`config.mk`:
```
export PLATFORM = sky130hd
export DESIGN_NAME = shell_resp_tx
export DESIGN_NICKNAME = d
export VERILOG_FILES = /design/src/rtl/shell_pkg.sv /design/src/rtl/uart_tx_core.sv /design/src/rtl/shell_resp_tx.sv
export SDC_FILE = /design/constraint.sdc
export NUM_CORES = 1
export LEC_CHECK = 0
export ABC_CLOCK_PERIOD_IN_PS = 2700
export BUFFER_PORTS_ARGS = -buffer_cell sky130_fd_sc_hd__buf_4
export CORE_MARGIN = 2
export CORE_UTILIZATION = 44
export CTS_CLUSTER_SIZE = 28
export DETAILED_ROUTE_END_ITERATION = 10
export HOLD_SLACK_MARGIN = 0.08
export PLACE_DENSITY = 0.58
export SLEW_MARGIN = 20
export SYNTH_ARGS = -nofsm -noshare
export SYNTH_HDL_FRONTEND = slang
export SYNTH_HIERARCHICAL = 1
export SYNTH_SLANG_ARGS = --single-unit
```
`constraint.sdc`:
```
create_clock -name CLK -period 2.7 [get_ports CLK]
set_clock_uncertainty 0.15 [all_clocks]
set_input_delay 0.54 -clock CLK [delete_from_list [all_inputs] [get_ports CLK]]
set_output_delay 0.54 -clock CLK [all_outputs]
set_load 0.05 [all_outputs]
```
`src/rtl/shell_pkg.sv`:
```
// ---------------------------------------------------------------------------
// shell_pkg
// Definitions shared by the UART command shell (receive/decode side and the
// response transmitter).
//   KIND_*    : response kind encodings carried on i_Resp_Kind
//   CR, LF    : line terminator characters
//   hexAscii  : maps a 4-bit nibble to its uppercase ASCII hex digit
// ---------------------------------------------------------------------------
package shell_pkg;

    localparam logic [1:0] KIND_DATA = 2'd0;
    localparam logic [1:0] KIND_OK   = 2'd1;
    localparam logic [1:0] KIND_ERR  = 2'd2;

    localparam logic [7:0] CR = 8'h0D;
    localparam logic [7:0] LF = 8'h0A;

    // '0'..'9' for 0..9, 'A'..'F' for 10..15 ('A' - 10 = 0x37).
    function automatic logic [7:0] hexAscii(input logic [3:0] nib);
        if (nib < 4'd10) begin
            return 8'h30 + {4'h0, nib};
        end else begin
            return 8'h37 + {4'h0, nib};
        end
    endfunction

endpackage

```
`src/rtl/uart_tx_core.sv`:
```
// ---------------------------------------------------------------------------
// uart_tx_core
// 8N1 serialiser: start bit (0), 8 data bits LSB first, stop bit (1), each
// held for CLKS_PER_BIT clocks. CLKS_PER_BIT must be at least 2.
//   CLK, RST    : clock, asynchronous active-high reset
//   i_TX_DV     : byte strobe, taken only while the core is idle
//   i_TX_Byte   : byte to send
//   o_TX_Serial : serial line, idle high
//   o_TX_Active : a frame is on the line
//   o_TX_Done   : one-cycle pulse near the end of the stop bit
// ---------------------------------------------------------------------------
module uart_tx_core #(
    parameter int CLKS_PER_BIT = 217
) (
    input  logic       CLK,
    input  logic       RST,
    input  logic       i_TX_DV,
    input  logic [7:0] i_TX_Byte,
    output logic       o_TX_Serial,
    output logic       o_TX_Active,
    output logic       o_TX_Done
);

    localparam int CNT_W = (CLKS_PER_BIT > 2) ? $clog2(CLKS_PER_BIT) : 1;
    localparam logic [CNT_W-1:0] LAST_CNT = CNT_W'(CLKS_PER_BIT - 1);
    localparam logic [CNT_W-1:0] DONE_CNT = CNT_W'(CLKS_PER_BIT - 2);

    logic [9:0]       shift_q, shift_d;
    logic [CNT_W-1:0] cnt_q, cnt_d;
    logic [3:0]       bit_q, bit_d;
    logic             active_q, active_d;

    // The whole frame lives in a shift register that refills with ones, so
    // the line output is simply bit 0 and returns high when the frame ends
    // or the register is reset.
    always_comb begin
        shift_d  = shift_q;
        cnt_d    = cnt_q;
        bit_d    = bit_q;
        active_d = active_q;
        if (!active_q) begin
            if (i_TX_DV) begin
                shift_d  = {1'b1, i_TX_Byte, 1'b0};
                cnt_d    = '0;
                bit_d    = '0;
                active_d = 1'b1;
            end
        end else if (cnt_q == LAST_CNT) begin
            cnt_d   = '0;
            shift_d = {1'b1, shift_q[9:1]};
            if (bit_q == 4'd9) begin
                active_d = 1'b0;
                bit_d    = '0;
            end else begin
                bit_d = bit_q + 4'd1;
            end
        end else begin
            cnt_d = cnt_q + 1'b1;
        end
    end

    always_ff @(posedge CLK or posedge RST) begin
        if (RST) begin
            shift_q  <= '1;
            cnt_q    <= '0;
            bit_q    <= '0;
            active_q <= 1'b0;
        end else begin
            shift_q  <= shift_d;
            cnt_q    <= cnt_d;
            bit_q    <= bit_d;
            active_q <= active_d;
        end
    end

    assign o_TX_Serial = shift_q[0];
    assign o_TX_Active = active_q;
    // Done fires in the second-to-last stop-bit cycle: the formatter needs
    // two clocks to reload a byte, so this lets the next start bit follow
    // the stop bit after a single idle cycle.
    assign o_TX_Done   = active_q && (bit_q == 4'd9) && (cnt_q == DONE_CNT);

endmodule

```
`src/rtl/shell_resp_tx.sv`:
```
// ---------------------------------------------------------------------------
// shell_resp_tx
// Formats one shell response (hex data word, "OK" or "ERR") as an ASCII line
// terminated by CR LF and sends it 8N1 on UART_TX.
//   CLK, RST      : clock, asynchronous active-high reset
//   i_Resp_Valid  : request present; accepted when o_Resp_Ready is high
//   o_Resp_Ready  : idle and able to accept a request (registered)
//   i_Resp_Kind   : 0 DATA, 1 OK, 2 ERR, 3 reserved (sent as ERR)
//   i_Resp_Data   : word printed for DATA, MSB nibble first
//   UART_TX       : serial line, idle high
//   o_Busy        : line in progress, inverse of o_Resp_Ready
// ---------------------------------------------------------------------------
module shell_resp_tx
    import shell_pkg::*;
#(
    parameter int CLKS_PER_BIT = 217,
    parameter int DATA_W       = 16
) (
    input  logic              CLK,
    input  logic              RST,
    input  logic              i_Resp_Valid,
    output logic              o_Resp_Ready,
    input  logic [1:0]        i_Resp_Kind,
    input  logic [DATA_W-1:0] i_Resp_Data,
    output logic              UART_TX,
    output logic              o_Busy
);

    localparam int NDIG  = DATA_W / 4;
    localparam int MAXC  = (NDIG + 2 > 5) ? NDIG + 2 : 5;
    localparam int IDX_W = $clog2(MAXC);

    typedef enum logic [1:0] {IDLE, LOAD, WAIT} state_t;

    state_t            state_q, state_d;
    logic [IDX_W-1:0]  idx_q, idx_d;
    logic [1:0]        kind_q, kind_d;
    logic [DATA_W-1:0] data_q, data_d;
    logic              txDv_q, txDv_d;
    logic [7:0]        txByte_q, txByte_d;
    logic              ready_q, ready_d;

    logic [7:0]        curChar;
    logic [IDX_W-1:0]  lastIdx;
    logic [3:0]        nib;
    logic              accept;
    logic              coreDone;
    logic              coreActive;

    assign accept = i_Resp_Valid && ready_q;

    // Character selected by the index for the latched kind, and the index
    // of the final character (LF) of that line.
    always_comb begin
        curChar = LF;
        lastIdx = IDX_W'(4);
        nib     = 4'h0;
        case (kind_q)
            KIND_DATA: begin
                lastIdx = IDX_W'(NDIG + 1);
                for (int k = 0; k < NDIG; k++) begin
                    if (int'(idx_q) == k) begin
                        nib = data_q[(NDIG-1-k)*4 +: 4];
                    end
                end
                if (int'(idx_q) < NDIG) begin
                    curChar = hexAscii(nib);
                end else if (int'(idx_q) == NDIG) begin
                    curChar = CR;
                end else begin
                    curChar = LF;
                end
            end
            KIND_OK: begin
                lastIdx = IDX_W'(3);
                case (int'(idx_q))
                    0:       curChar = 8'h4F;
                    1:       curChar = 8'h4B;
                    2:       curChar = CR;
                    default: curChar = LF;
                endcase
            end
            default: begin
                lastIdx = IDX_W'(4);
                case (int'(idx_q))
                    0:       curChar = 8'h45;
                    1:       curChar = 8'h52;
                    2:       curChar = 8'h52;
                    3:       curChar = CR;
                    default: curChar = LF;
                endcase
            end
        endcase
    end

    // Formatter FSM. The reserved kind is folded into ERR when latched so
    // the mux only ever sees three kinds.
    always_comb begin
        state_d  = state_q;
        idx_d    = idx_q;
        kind_d   = kind_q;
        data_d   = data_q;
        txDv_d   = 1'b0;
        txByte_d = txByte_q;
        case (state_q)
            IDLE: begin
                if (accept) begin
                    state_d = LOAD;
                    idx_d   = '0;
                    kind_d  = (i_Resp_Kind == KIND_DATA || i_Resp_Kind == KIND_OK)
                              ? i_Resp_Kind : KIND_ERR;
                    data_d  = i_Resp_Data;
                end
            end
            LOAD: begin
                txDv_d   = 1'b1;
                txByte_d = curChar;
                state_d  = WAIT;
            end
            WAIT: begin
                if (coreDone) begin
                    idx_d   = idx_q + 1'b1;
                    state_d = (idx_q < lastIdx) ? LOAD : IDLE;
                end
            end
            default: state_d = IDLE;
        endcase
        // The final done arrives one cycle before the last stop bit ends;
        // ready stays low through that remaining stop cycle.
        ready_d = (state_d == IDLE) && !(coreActive && state_q == WAIT);
    end

    always_ff @(posedge CLK or posedge RST) begin
        if (RST) begin
            state_q  <= IDLE;
            idx_q    <= '0;
            kind_q   <= KIND_DATA;
            data_q   <= '0;
            txDv_q   <= 1'b0;
            txByte_q <= 8'hFF;
            ready_q  <= 1'b1;
        end else begin
            state_q  <= state_d;
            idx_q    <= idx_d;
            kind_q   <= kind_d;
            data_q   <= data_d;
            txDv_q   <= txDv_d;
            txByte_q <= txByte_d;
            ready_q  <= ready_d;
        end
    end

    uart_tx_core #(
        .CLKS_PER_BIT(CLKS_PER_BIT)
    ) u_core (
        .CLK         (CLK),
        .RST         (RST),
        .i_TX_DV     (txDv_q),
        .i_TX_Byte   (txByte_q),
        .o_TX_Serial (UART_TX),
        .o_TX_Active (coreActive),
        .o_TX_Done   (coreDone)
    );

    assign o_Resp_Ready = ready_q;
    assign o_Busy       = !ready_q;

endmodule

```
# Word level (Yosys, flattened, before mapping)

Cells that the tools add are included.

Add/subtract/negate cells: 5
Order comparisons: 3
Eq/ne operators: 17
Mux-type cells: 35
Reductions and logical operators: 20

Operators with widths:

| cell                                                            | number |
|---|---|
| 7-bit one-hot mux with 3 select lines                           | 2 |
| 4-bit 2-to-1 mux                                                | 9 |
| 8-bit 2-to-1 mux                                                | 4 |
| 10-bit 2-to-1 mux                                               | 3 |
| 8-bit == test, second input constant                            | 2 |
| 8-bit one-hot mux with 2 select lines                           | 1 |
| 6-bit by 4-bit adder with 7-bit output, first input constant    | 2 |
| 3-bit one-hot mux with 2 select lines                           | 2 |
| 3-bit by 2-bit == test with 1-bit output, second input constant | 3 |
| 3-bit == test, second input constant                            | 3 |
| 3-bit 2-to-1 mux                                                | 3 |
| 8-bit by 1-bit adder with 8-bit output, second input constant   | 1 |
| 2-bit logical NOT                                               | 4 |
| 7-bit 2-to-1 mux                                                | 1 |
| 2-bit by 1-bit == test with 1-bit output, second input constant | 3 |
| 3-bit logical NOT                                               | 2 |
| 1-bit 2-to-1 mux                                                | 6 |
| 2-bit 2-to-1 mux                                                | 3 |
| 2-bit inequality test, second input constant                    | 3 |
| 2-bit one-hot mux with 3 select lines                           | 1 |
| 1-bit logical AND                                               | 5 |
| 4-bit by 1-bit adder with 4-bit output, second input constant   | 1 |
| 4-bit == test, second input constant                            | 1 |
| 4-bit less-than comparator, second input constant               | 1 |
| other kinds (11)                                                | 14 |

Flip-flop bits (word level): 56
Input port bits: 21
Output and inout bits: 3
Logic and storage cells: 91

# Depth between registers and ports, before layout

Word-level depth: 10
Mapped depth: 10
Gate-level depth less buffers: 10

# By module

The synthesis kept the hierarchy.

By module, submodules not included:

| module        | instances | cells an instance | area an instance (um2) | sequential area each (um2) |
|---|---|---|---|---|
| shell_resp_tx | 1         | 169               | 1814.2                 | 837.1 |
| uart_tx_core  | 1         | 128               | 1223.7                 | 561.8 |

# Worst setup path before layout

Ideal clock, no wire load.

Kind: register -> register
From: register idx_q[2]
To: register txByte_q[4]
Library setup time: 0.082 ns
Arrival: 2.013 ns
Slack: 0.455 ns
Stages on the path, launching flop included: 11
Path through: dfrtp_1 > buf_2 > inv_1 > ha_1 > buf_2 > nor2_4 > a32oi_4 > ha_1 > o21ai_1 > a21oi_1 > a211o_1

Longest elaborated chain between the ends: 10
Elaborated cells on any way between the ends: 22
Classes of those cells: 2 x add/sub; 2 x order compare; 6 x eq/ne; 9 x mux; 3 x reduce/logical

Ends and longest elaborated chain:

| what                                                           | RTL line             | source |
|---|---|---|
| start: declaration                                             | shell_resp_tx.sv:36  | `logic [IDX_W-1:0] idx_q, idx_d;` |
| start signal: assignment                                       | shell_resp_tx.sv:144 | `idx_q <= idx_d;` |
| 3-bit logical NOT                                              | shell_resp_tx.sv:62  | `if (int'(idx_q) == k) begin` |
| 4-bit 2-to-1 mux (4 in a row)                                  | shell_resp_tx.sv:62  |  |
| 4-bit 2-to-1 mux                                               | shell_resp_tx.sv:58  | `case (kind_q)` |
| 6-bit by 4-bit adder with 7-bit output (tied with other cells) | shell_pkg.sv:23      | `return 8'h37 + {4'h0, nib};` |
| 7-bit 2-to-1 mux                                               | shell_pkg.sv:20      | `if (nib < 4'd10) begin` |
| 8-bit 2-to-1 mux                                               | shell_resp_tx.sv:66  | `if (int'(idx_q) < NDIG) begin` |
| 8-bit one-hot mux with 2 select lines (*)                      | shell_resp_tx.sv:58  |  |
| end signal: assignment                                         | shell_resp_tx.sv:148 | `txByte_q <= txByte_d;` |
| end: declaration                                               | shell_resp_tx.sv:40  | `logic [7:0] txByte_q, txByte_d;` |

Every way passes the cells marked *; elsewhere a longest branch is shown, timed or not. The select of a mux whose other input is x is not followed.
A chain may end at the register's enable or synchronous reset.

# Worst setup path in the final report

From: register idx_q[0]
To: register txByte_q[1]

The elaborated chain is that of the path after synthesis.

==> summary.md <==
| Metric | Value |
|---|---|
| Flip-flop cell with the highest count after synthesis | `sky130_fd_sc_hd__dfrtp_1` |
| Endpoint of the worst setup timing path | `txByte_q[1]$_DFFE_PP1P_` |
| I/O pin count | `24` |
| TritonCTS clock tree | `done` |
| H-tree levels | `2` |
| Global-route congestion overflow total | `0` |
| Fraction of layout instances using a drive strength above 1 | `0.269` |
| Hold buffers post-CTS | `0` |
| Setup WS post-layout | `222 ps` |
| Asr flop ratio synth | `1.00` |
| Total CTS buffers | `5` |
| Synthesis-to-layout area growth | `10.7%` |
| Share of the core filled with cells | `0.501` |
| Syn Std Cell Area | `3040 um^2` |
| PostCTS Resize Cnt | `0` |
| Sort of element at the end of the critical path | `flip-flop` |
| Unrepaired setup endpoints after global routing | `false` |
| Number of enable flip-flop cells after synthesis | `0` |
| Total negative setup slack | `0 ps` |
| CTS Root Cell | `sky130_fd_sc_hd__clkbuf_8` |
| Clock slew at the register clock pins of the worst setup and hold paths | `100 ps` |
| Port buffer count | `23` |
| Number of global-route vias before repair | `2,250` |
| Required time reported for the critical path endpoint | `2800 ps` |
| Instance count of the mapped netlist | `297` |
| Upper clock frequency limit | `404 MHz` |
| Total instance count after detailed placement | `392` |
| Clock latency on the worst-skew pair | `310 ps` |
| Max-slew violation count | `0` |
| Net count of the mapped netlist | `330` |
| Number of endpoints failing setup at the final stage | `0` |
| Overall die width | `87.1 um` |
| Core Box Area | `6720 um^2` |
| WP data arrival | `2570 ps` |
| Crit start category | `flip-flop` |
| DRT iter0 DRCs | `88` |
| Largest voltage drop on the vdd net | `0.457 mV` |
| R2r setup slk | `220 ps` |
| Yosys synthesis warning count | `6` |
| Remaining design rule violation count | `0` |
| Transition time at the pin with the least slew margin | `847 ps` |
| Global routing usage summed across all routing layers | `0.175` |
| Nets | `352` |
| Total via count after detailed routing | `2,233` |
| # Post-CTS Setup Buffers | `0` |
| Worst setup timing slack at the placement stage | `281 ps` |
| Run status | `complete, no violations` |
| Depth of the most critical reg-to-reg path | `7` |
| Non-filler instance count after layout | `400` |
| Most numerous cell on the critical path | `sky130_fd_sc_hd__ha_1` |
| FF-to-FF Start | `idx_q[0]$_DFFE_PP0P_` |
| Largest stage delay, worst path | `460 ps` |
| Power per unit of standard cell area | `969 nW/um^2` |
| Critical path class | `reg2reg` |
| Hold slack final | `156 ps` |
| Remaining antenna violation count after routing | `0` |
| Leakage component of the power | `0.00146 uW` |
| Clock sink count | `55` |
| Via-per-instance ratio | `5.58` |
| Max-capacitance violation count | `0` |
| Initial DRT Pass Iterations | `4` |
| Weighted congestion at the end of routability-driven global placement | `0.836` |
| Chip Height | `87.1 um` |
| Routed wire length | `5.87 mm` |
| Antenna Diode Count | `0` |
| Number of distinct library cells after synthesis | `57` |
| Final Critical Period | `2480 ps` |
| Syn Area/Cell | `10.2 um^2` |
| Worst setup startpoint | `idx_q[0]$_DFFE_PP0P_` |
| HPWL after detailed placement | `4.37 mm` |
| Worst reg2reg path endpoint | `txByte_q[1]$_DFFE_PP1P_` |
| Post-synthesis sequential area ratio | `0.460` |
| Synthesized flop and latch total | `55` |
| Row count | `30` |
| Worst-path cell chain | `inv_1 -> ha_1 -> nand2b_1 -> a32oi_4 -> ha_1 -> a221oi_2 -> o32a_1` |
| Final hold violations | `0` |
| Largest net degree at the start of global routing | `34` |
| Initial antenna violation count | `0` |
| HP Class | `in2async` |
| Worst max-slew margin expressed relative to the limit | `0.435` |
| Maximum number of buffers from clock root to sink | `2` |
| Final cycle utilization of the critical path | `0.918` |
| First-pass GRT wire length | `10.6 mm` |
| Critical-path top delay cell | `sky130_fd_sc_hd__dfrtp_1` |
| Effective utilization at floorplan | `0.452` |
| Die ar. | `7580 um^2` |
| Maximum fanout encountered on the critical timing path | `11` |
| Routed len/inst | `14.7 um` |
[worst min path at each step]
stage / end / start
4_1_cts: state_q[1]$_DFF_PP0_ / RST
5_1_grt: data_q[8]$_DFFE_PP0P_ / RST
6_report: state_q[1]$_DFF_PP0_ / RST
3_3_place_gp: u_core/shift_q[2]$_DFFE_PP1P_ / u_core/shift_q[2]$_DFFE_PP1P_
2_1_floorplan: o_Resp_Ready$_DFF_PP1_ / u_core/o_TX_Active$_DFF_PP0_
3_5_place_dp: u_core/shift_q[1]$_DFFE_PP1P_ / u_core/shift_q[1]$_DFFE_PP1P_
[final cells by class]
| cell class | count | area, um^2 |
|---|---|---|
| timing repair buffer | 30 | 225 |
| multi-input combinational | 210 | 1470 |
| inverter | 17 | 63.8 |
| sequential | 55 | 1400 |
| fill | 629 | 3350 |
| clock buffer | 7 | 97.6 |
| tap | 80 | 100 |
| clock inverter | 1 | 6.26 |
[kinds of logic after synthesis]
kind of cell	Yosys count	share of synthesized area
compound gates	84	0.194
xor+xnor	1	0.00288
fa+ha+maj	12	0.0494
buf+inv	32	0.0564
flops	55	0.460
mux	25	0.0894
simple gates	88	0.148
[sequential cells by signal, indices dropped and copies added (netlist names)]
signal	cells
kind_q	2
u_core/bit_q	4
u_core/shift_q	9
state_q	2
data_q	16
u_core/cnt_q	8
txByte_q	8
o_Resp_Ready	1
u_core/o_TX_Active	1
idx_q	3
txDv_q	1
[where the power goes]
group / total (uW) / internal [uW] / switching (uW)
clock: 507 / 241 / 266
combinational: 1280 / 605 / 675
sequential: 1470 / 1210 / 268
[Yosys cell counts, types with 2 or more instances]
cell type	n	share of area
sky130_fd_sc_hd__nor2b_1	4	0.0082
sky130_fd_sc_hd__a31oi_1	3	0.0062
sky130_fd_sc_hd__and2_1	2	0.0041
sky130_fd_sc_hd__nor4_1	2	0.0041
sky130_fd_sc_hd__nand3_1	7	0.012
sky130_fd_sc_hd__nand2b_1	7	0.014
sky130_fd_sc_hd__inv_1	16	0.020
sky130_fd_sc_hd__mux2i_1	8	0.026
sky130_fd_sc_hd__buf_4	3	0.0074
sky130_fd_sc_hd__a32o_1	2	0.0066
sky130_fd_sc_hd__o21ai_0	21	0.035
sky130_fd_sc_hd__buf_2	8	0.013
sky130_fd_sc_hd__mux2_2	17	0.063
sky130_fd_sc_hd__nand3b_1	5	0.012
sky130_fd_sc_hd__ha_1	12	0.049
sky130_fd_sc_hd__o21ai_1	10	0.016
sky130_fd_sc_hd__nand4_1	2	0.0041
sky130_fd_sc_hd__nand2_1	32	0.040
sky130_fd_sc_hd__nor2_1	13	0.016
sky130_fd_sc_hd__nor3_1	6	0.0099
sky130_fd_sc_hd__dfrtp_1	37	0.30
sky130_fd_sc_hd__buf_6	4	0.015
sky130_fd_sc_hd__dfstp_2	18	0.16
sky130_fd_sc_hd__o31a_1	2	0.0058
sky130_fd_sc_hd__o22ai_1	2	0.0041
sky130_fd_sc_hd__a21oi_2	4	0.012
sky130_fd_sc_hd__a21oi_1	13	0.021
sky130_fd_sc_hd__o31ai_1	7	0.017
sky130_fd_sc_hd__o21a_1	2	0.0049
[metrics by stage]
stage                     area, um^2  power, uW
after global placement          3260       2760
after global routing            3360       3540
after floorplan                 3040       2480
final                           3360       3260
after CTS                       3360       3310
after detailed placement        3260       2780
[placed cells by master, fill, tap and decap left out, types with 3 or more instances in the layout]
cell type                  count
sky130_fd_sc_hd__a21oi_1      13
sky130_fd_sc_hd__a21oi_2       4
sky130_fd_sc_hd__a31oi_1       3
sky130_fd_sc_hd__buf_4        30
sky130_fd_sc_hd__clkbuf_8      5
sky130_fd_sc_hd__dfrtp_1      37
sky130_fd_sc_hd__dfstp_2      18
sky130_fd_sc_hd__ha_1         12
sky130_fd_sc_hd__inv_1        16
sky130_fd_sc_hd__mux2_2       17
sky130_fd_sc_hd__mux2i_1       8
sky130_fd_sc_hd__nand2_1      32
sky130_fd_sc_hd__nand2b_1      7
sky130_fd_sc_hd__nand3_1       7
sky130_fd_sc_hd__nand3b_1      5
sky130_fd_sc_hd__nor2_1       13
sky130_fd_sc_hd__nor2b_1       4
sky130_fd_sc_hd__nor3_1        5
sky130_fd_sc_hd__o21ai_0      21
sky130_fd_sc_hd__o21ai_1      10
sky130_fd_sc_hd__o31ai_1       7
[critical path, delay by kind of cell, from the launching register on]
family | cells | cell delay [ps]
flip-flops | 1 | 460
AO/OA/AOI/OAI | 3 | 800
buffers and inverters | 1 | 140
adder cells (fa/ha/maj) | 2 | 710
AND/OR/NAND/NOR | 1 | 160
[per-layer routing]
metal	up-vias	track usage	wire, um
li1	1115	-	-
met1	1076	0.225	2700
met2	33	0.300	2910
met3	9	0.0370	172
met4	0	0.0490	89
met5	-	0	0
No activity file was read; power rests on OpenSTA's default activity.
